$ cat config.mk
export PLATFORM = sky130hd
export DESIGN_NAME = demux1to8_nbit_pipe
export DESIGN_NICKNAME = d
export VERILOG_FILES = /design/src/rtl/demux1to8_nbit_pipe.sv
export SDC_FILE = /design/constraint.sdc
export NUM_CORES = 1
export LEC_CHECK = 0
export ABC_AREA = 1
export CORE_AREA = 2 2 235 237
export DETAILED_ROUTE_END_ITERATION = 7
export DIE_AREA = 0 0 237 239
export GPL_TIMING_DRIVEN = 0
export PLACE_DENSITY = 0.73
export SYNTH_ARGS = -nofsm -noshare
export SYNTH_HDL_FRONTEND = slang
export SYNTH_SLANG_ARGS = --single-unit
$ cat constraint.sdc
create_clock -name clk -period 1.8 [get_ports clk]
set_input_delay 0.36 -clock clk [delete_from_list [all_inputs] [get_ports clk]]
set_output_delay 0.36 -clock clk [all_outputs]
set_load 0.01 [all_outputs]
$ cat src/rtl/demux1to8_nbit_pipe.sv
// 1-to-8 demultiplexer with one registered holding slot per output channel.
// Optional accepted-word counter on xfer_cnt when DEMUX_XFER_CNT_EN is defined.
module demux1to8_nbit_pipe #(
  parameter int N = 64
) (
  input  logic           clk,
  input  logic           rst_n,
  input  logic           in_valid,
  output logic           in_ready,
  input  logic [2:0]     in_sel,
  input  logic [N-1:0]   in_data,
  output logic [7:0]     out_valid,
  input  logic [7:0]     out_ready,
  output logic [8*N-1:0] out_data
`ifdef DEMUX_XFER_CNT_EN
  ,
  output logic [15:0]    xfer_cnt
`endif
);

  logic [7:0]     r_valid;
  logic [8*N-1:0] r_data;
  logic           w_accept;

  // A full slot still takes a new word when its consumer drains it in the same cycle.
  assign in_ready  = ~r_valid[in_sel] | out_ready[in_sel];
  assign w_accept  = in_valid & in_ready;
  assign out_valid = r_valid;
  assign out_data  = r_data;

  always_ff @(posedge clk or negedge rst_n) begin
    if (!rst_n) begin
      r_valid <= '0;
      r_data  <= '0;
    end else begin
      for (int k = 0; k < 8; k++) begin
        if (w_accept && (in_sel == 3'(k))) begin
          r_valid[k]        <= 1'b1;
          r_data[k*N +: N]  <= in_data;
        end else if (r_valid[k] && out_ready[k]) begin
          r_valid[k] <= 1'b0;
        end
      end
    end
  end

`ifdef DEMUX_XFER_CNT_EN
  logic [15:0] r_xfer_cnt;

  always_ff @(posedge clk or negedge rst_n) begin
    if (!rst_n) begin
      r_xfer_cnt <= '0;
    end else if (w_accept) begin
      r_xfer_cnt <= r_xfer_cnt + 16'd1;
    end
  end

  assign xfer_cnt = r_xfer_cnt;
`endif

endmodule
==> impl_metrics.env <==
export IMPL_cp_max_fo=3
export IMPL_dieArea_um2=56600
export IMPL_start_util_pct=43.8
export IMPL_yosys_warnings=0
export IMPL_cts_path_max_buffers=3
export IMPL_worstPathArrival_ps=1610
export IMPL_crit_chain="nand2_1 > nand2_1 > nand2_1 > nand2_2 > nand3_4 > nand2_4 > inv_2 > buf_6"
export IMPL_gp_congestion=0.895
export IMPL_async_reset_ff_share_pct=100
export IMPL_clkTransAtPathRegs_ps=60
export IMPL_ys_seq_area_share_pct=54.7
export IMPL_ys_seq_elements=520
export IMPL_syn_area_per_cell_um2=10.1
export IMPL_grt_overflow=0
export IMPL_final_common_cell="nand2_1"
export IMPL_required_ps=1440
export IMPL_coreArea_um2=54300
export IMPL_worst_pin_slew_ps=706
export IMPL_leakage_nw=17.7
export IMPL_area_growth_pct=42.3
export IMPL_dp_final_hpwl_um=62000
export IMPL_max_vdd_ir_drop_v=0.000766
export IMPL_crit_slowest_cell="dfrtp_1"
export IMPL_rr_worst_depth=11
export IMPL_first_global_vias=19800
export IMPL_firstDrtPassIters=6
export IMPL_final_max_slew_viol_count=0
export IMPL_totalWireLength_um=96000
export IMPL_synth_cells=2365
export IMPL_maxCapViolations=0
export IMPL_htreeDepth=2
export IMPL_routedWlPerCell_um=25.2
export IMPL_crit_path_start="out_valid[0]"
export IMPL_syn_area_um2=23800
export IMPL_drcViolationCount=0
export IMPL_ys_types=21
export IMPL_p_per_area_nw_per_um2=1150
export IMPL_num_vias=20700
export IMPL_rsz0062_at_grt="true"
export IMPL_layout_nets=3131
export IMPL_cts_made_buffers=55
export IMPL_hold_class="in2async"
export IMPL_r2r_slack_ps=-160
export IMPL_p_total_mw=38.8
export IMPL_crit_cells=8
export IMPL_critical_path_top_delay_family="simple AND/OR/NAND/NOR gates"
export IMPL_synth_edff_count=0
export IMPL_endpoint_kind="output pin"
export IMPL_insertion_delay_ps=610
export IMPL_crit_path_frequent_cell="nand2_1"
export IMPL_antenna_found_initial=4
export IMPL_period_share_pct=110
export IMPL_via_per_inst=5.43
export IMPL_violations="negative hold slack, negative setup slack"
export IMPL_io_pins=599
export IMPL_cts_sinks=520
export IMPL_grt_pass1_wl_um=130000
export IMPL_io_buffers=533
export IMPL_max_freq_ghz=0.507
export IMPL_setup_ws_ps=-171
export IMPL_post_route_min_period_ps=1970
export IMPL_slowest_delay_ps=360
export IMPL_cp_endpoint="in_ready"
export IMPL_hold_violations=56
export IMPL_final_cell_mix="nand2_1, dlygate4sd2_1, dfrtp_1, nand3_2, nand3_1"
export IMPL_cts_tree="built"
export IMPL_run_status="finished with violations"
export IMPL_critPathLaunchType="flop"
export IMPL_die_x_um=237
export IMPL_root_buffer="clkbuf_16"
export IMPL_clock_skew_ps=18.5
export IMPL_die_h_um=239
export IMPL_grt_total_usage_pct=30.6
export IMPL_timing_rr_end="out_data[128]"
export IMPL_drt_initial_drc_count=1857
export IMPL_std_cell_rows=86
export IMPL_whs_ps=-336
export IMPL_post_route_util_pct=62.3
export IMPL_syn_nets=2443
export IMPL_r2r_start="out_valid[7]"
export IMPL_synth_top_flop_cell="dfrtp_1"
export IMPL_setup_viol=452
export IMPL_drive_gt1_share_pct=29.8
export IMPL_grt_start_max_net_pins=126
export IMPL_crit_type="reg2out"
export IMPL_drt_antenna_violating_nets=0
export IMPL_relSlewSlack_pct=53.0
export IMPL_path_buf_inv=2
[cell usage after synthesis (2+ instances only)]
master / number / area [um2]
buf_1: 6 / 22.5
buf_12: 44 / 881
buf_2: 104 / 521
buf_4: 50 / 375
buf_6: 10 / 113
clkbuf_1: 20 / 75.1
dfrtp_1: 520 / 13000
inv_1: 14 / 52.6
nand2_1: 1041 / 3910
nand2_4: 2 / 22.5
nand3_1: 121 / 606
nand3_2: 400 / 4000
nand4_1: 9 / 56.3
nor2_1: 11 / 41.3
o21ai_0: 7 / 35.0
[sequential cells by signal, summed over array words and instances (netlist names)]
signal / flops
out_valid: 8
out_data: 512
[worst register-to-register path, cell delays in order, from the launching register on]
cell and delay, ps:
dfrtp_1 410, nand3_1 100, nand4_1 150, nand2_4 130, nand2_4 60, buf_4 150
nor2_8 170, buf_12 200, clkbuf_16 230, buf_12 170, nand3_2 70, nand2_1 80
[through the flow]
stage / setup slack [ps] / cells / setup TNS (ps) / instance area (um2)
after floorplan: 161 / 2365 / 0 / 23800
after global placement: -22190 / 3602 / - / 30000
after detailed placement: -1250 / 3606 / -542090 / 30100
after CTS: -193 / 3729 / -193 / 31800
after global routing: -237 / 3803 / -67690 / 33900
final: -171 / 3804 / -33720 / 33900
[cell type report]
| class | instances | area, um2 |
|---|---|---|
| diodes | 3 | 7.51 |
| plain buffers | 233 | 2390 |
| clock buffers | 90 | 1730 |
| clock inverters | 11 | 111 |
| fillers | 4467 | 20500 |
| inverters | 14 | 52.6 |
| multi-input cells | 1596 | 9080 |
| flip-flops and latches | 520 | 13000 |
| well taps | 704 | 881 |
| repair buffers | 633 | 6600 |
[repair_timing]
item / 4_1_cts / 5_1_grt
setup buffers: 18 / 18
hold endpoints to repair: 56 / 56
setup endpoints to repair: 1038 / 486
gates resized for setup: 610 / 202
pin swaps: 8 / 62
cloned: 5 / 57
[worst min-delay path by stage]
| stage | slack [ps] | from | end |
|---|---|---|---|
| finish | -340 | rst_n | out_data[347] |
| global route | -320 | rst_n | out_data[347] |
| CTS | -330 | rst_n | out_data[347] |
| detailed placement | 300 | rst_n | out_data[347] |
| global placement | 460 | out_data[268] | out_data[268] |
| floorplan | 60 | rst_n | out_data[0] |
[metal layers]
metal | GRT usage, % | vias to the layer above | wire length, um
met1 | 39.1 | 10300 | 37500
li1 | - | 8942 | -
met5 | 0 | - | 13
met2 | 49.1 | 1159 | 44900
met4 | 13.2 | 2 | 4520
met3 | 8.48 | 237 | 9100
[cell families after synthesis]
| group | share of synthesized area (%) |
|---|---|
| DFF | 54.7 |
| and+or+nand+nor | 36.5 |
| buffers and inverters | 8.59 |
| AOI/OAI and AO/OA | 0.168 |
[power by group]
group	switching, mW	internal [mW]
clock network	4.86	6.82
registers	1.65	14.3
logic	6.33	4.84
Power figures use the tool's default switching activity.
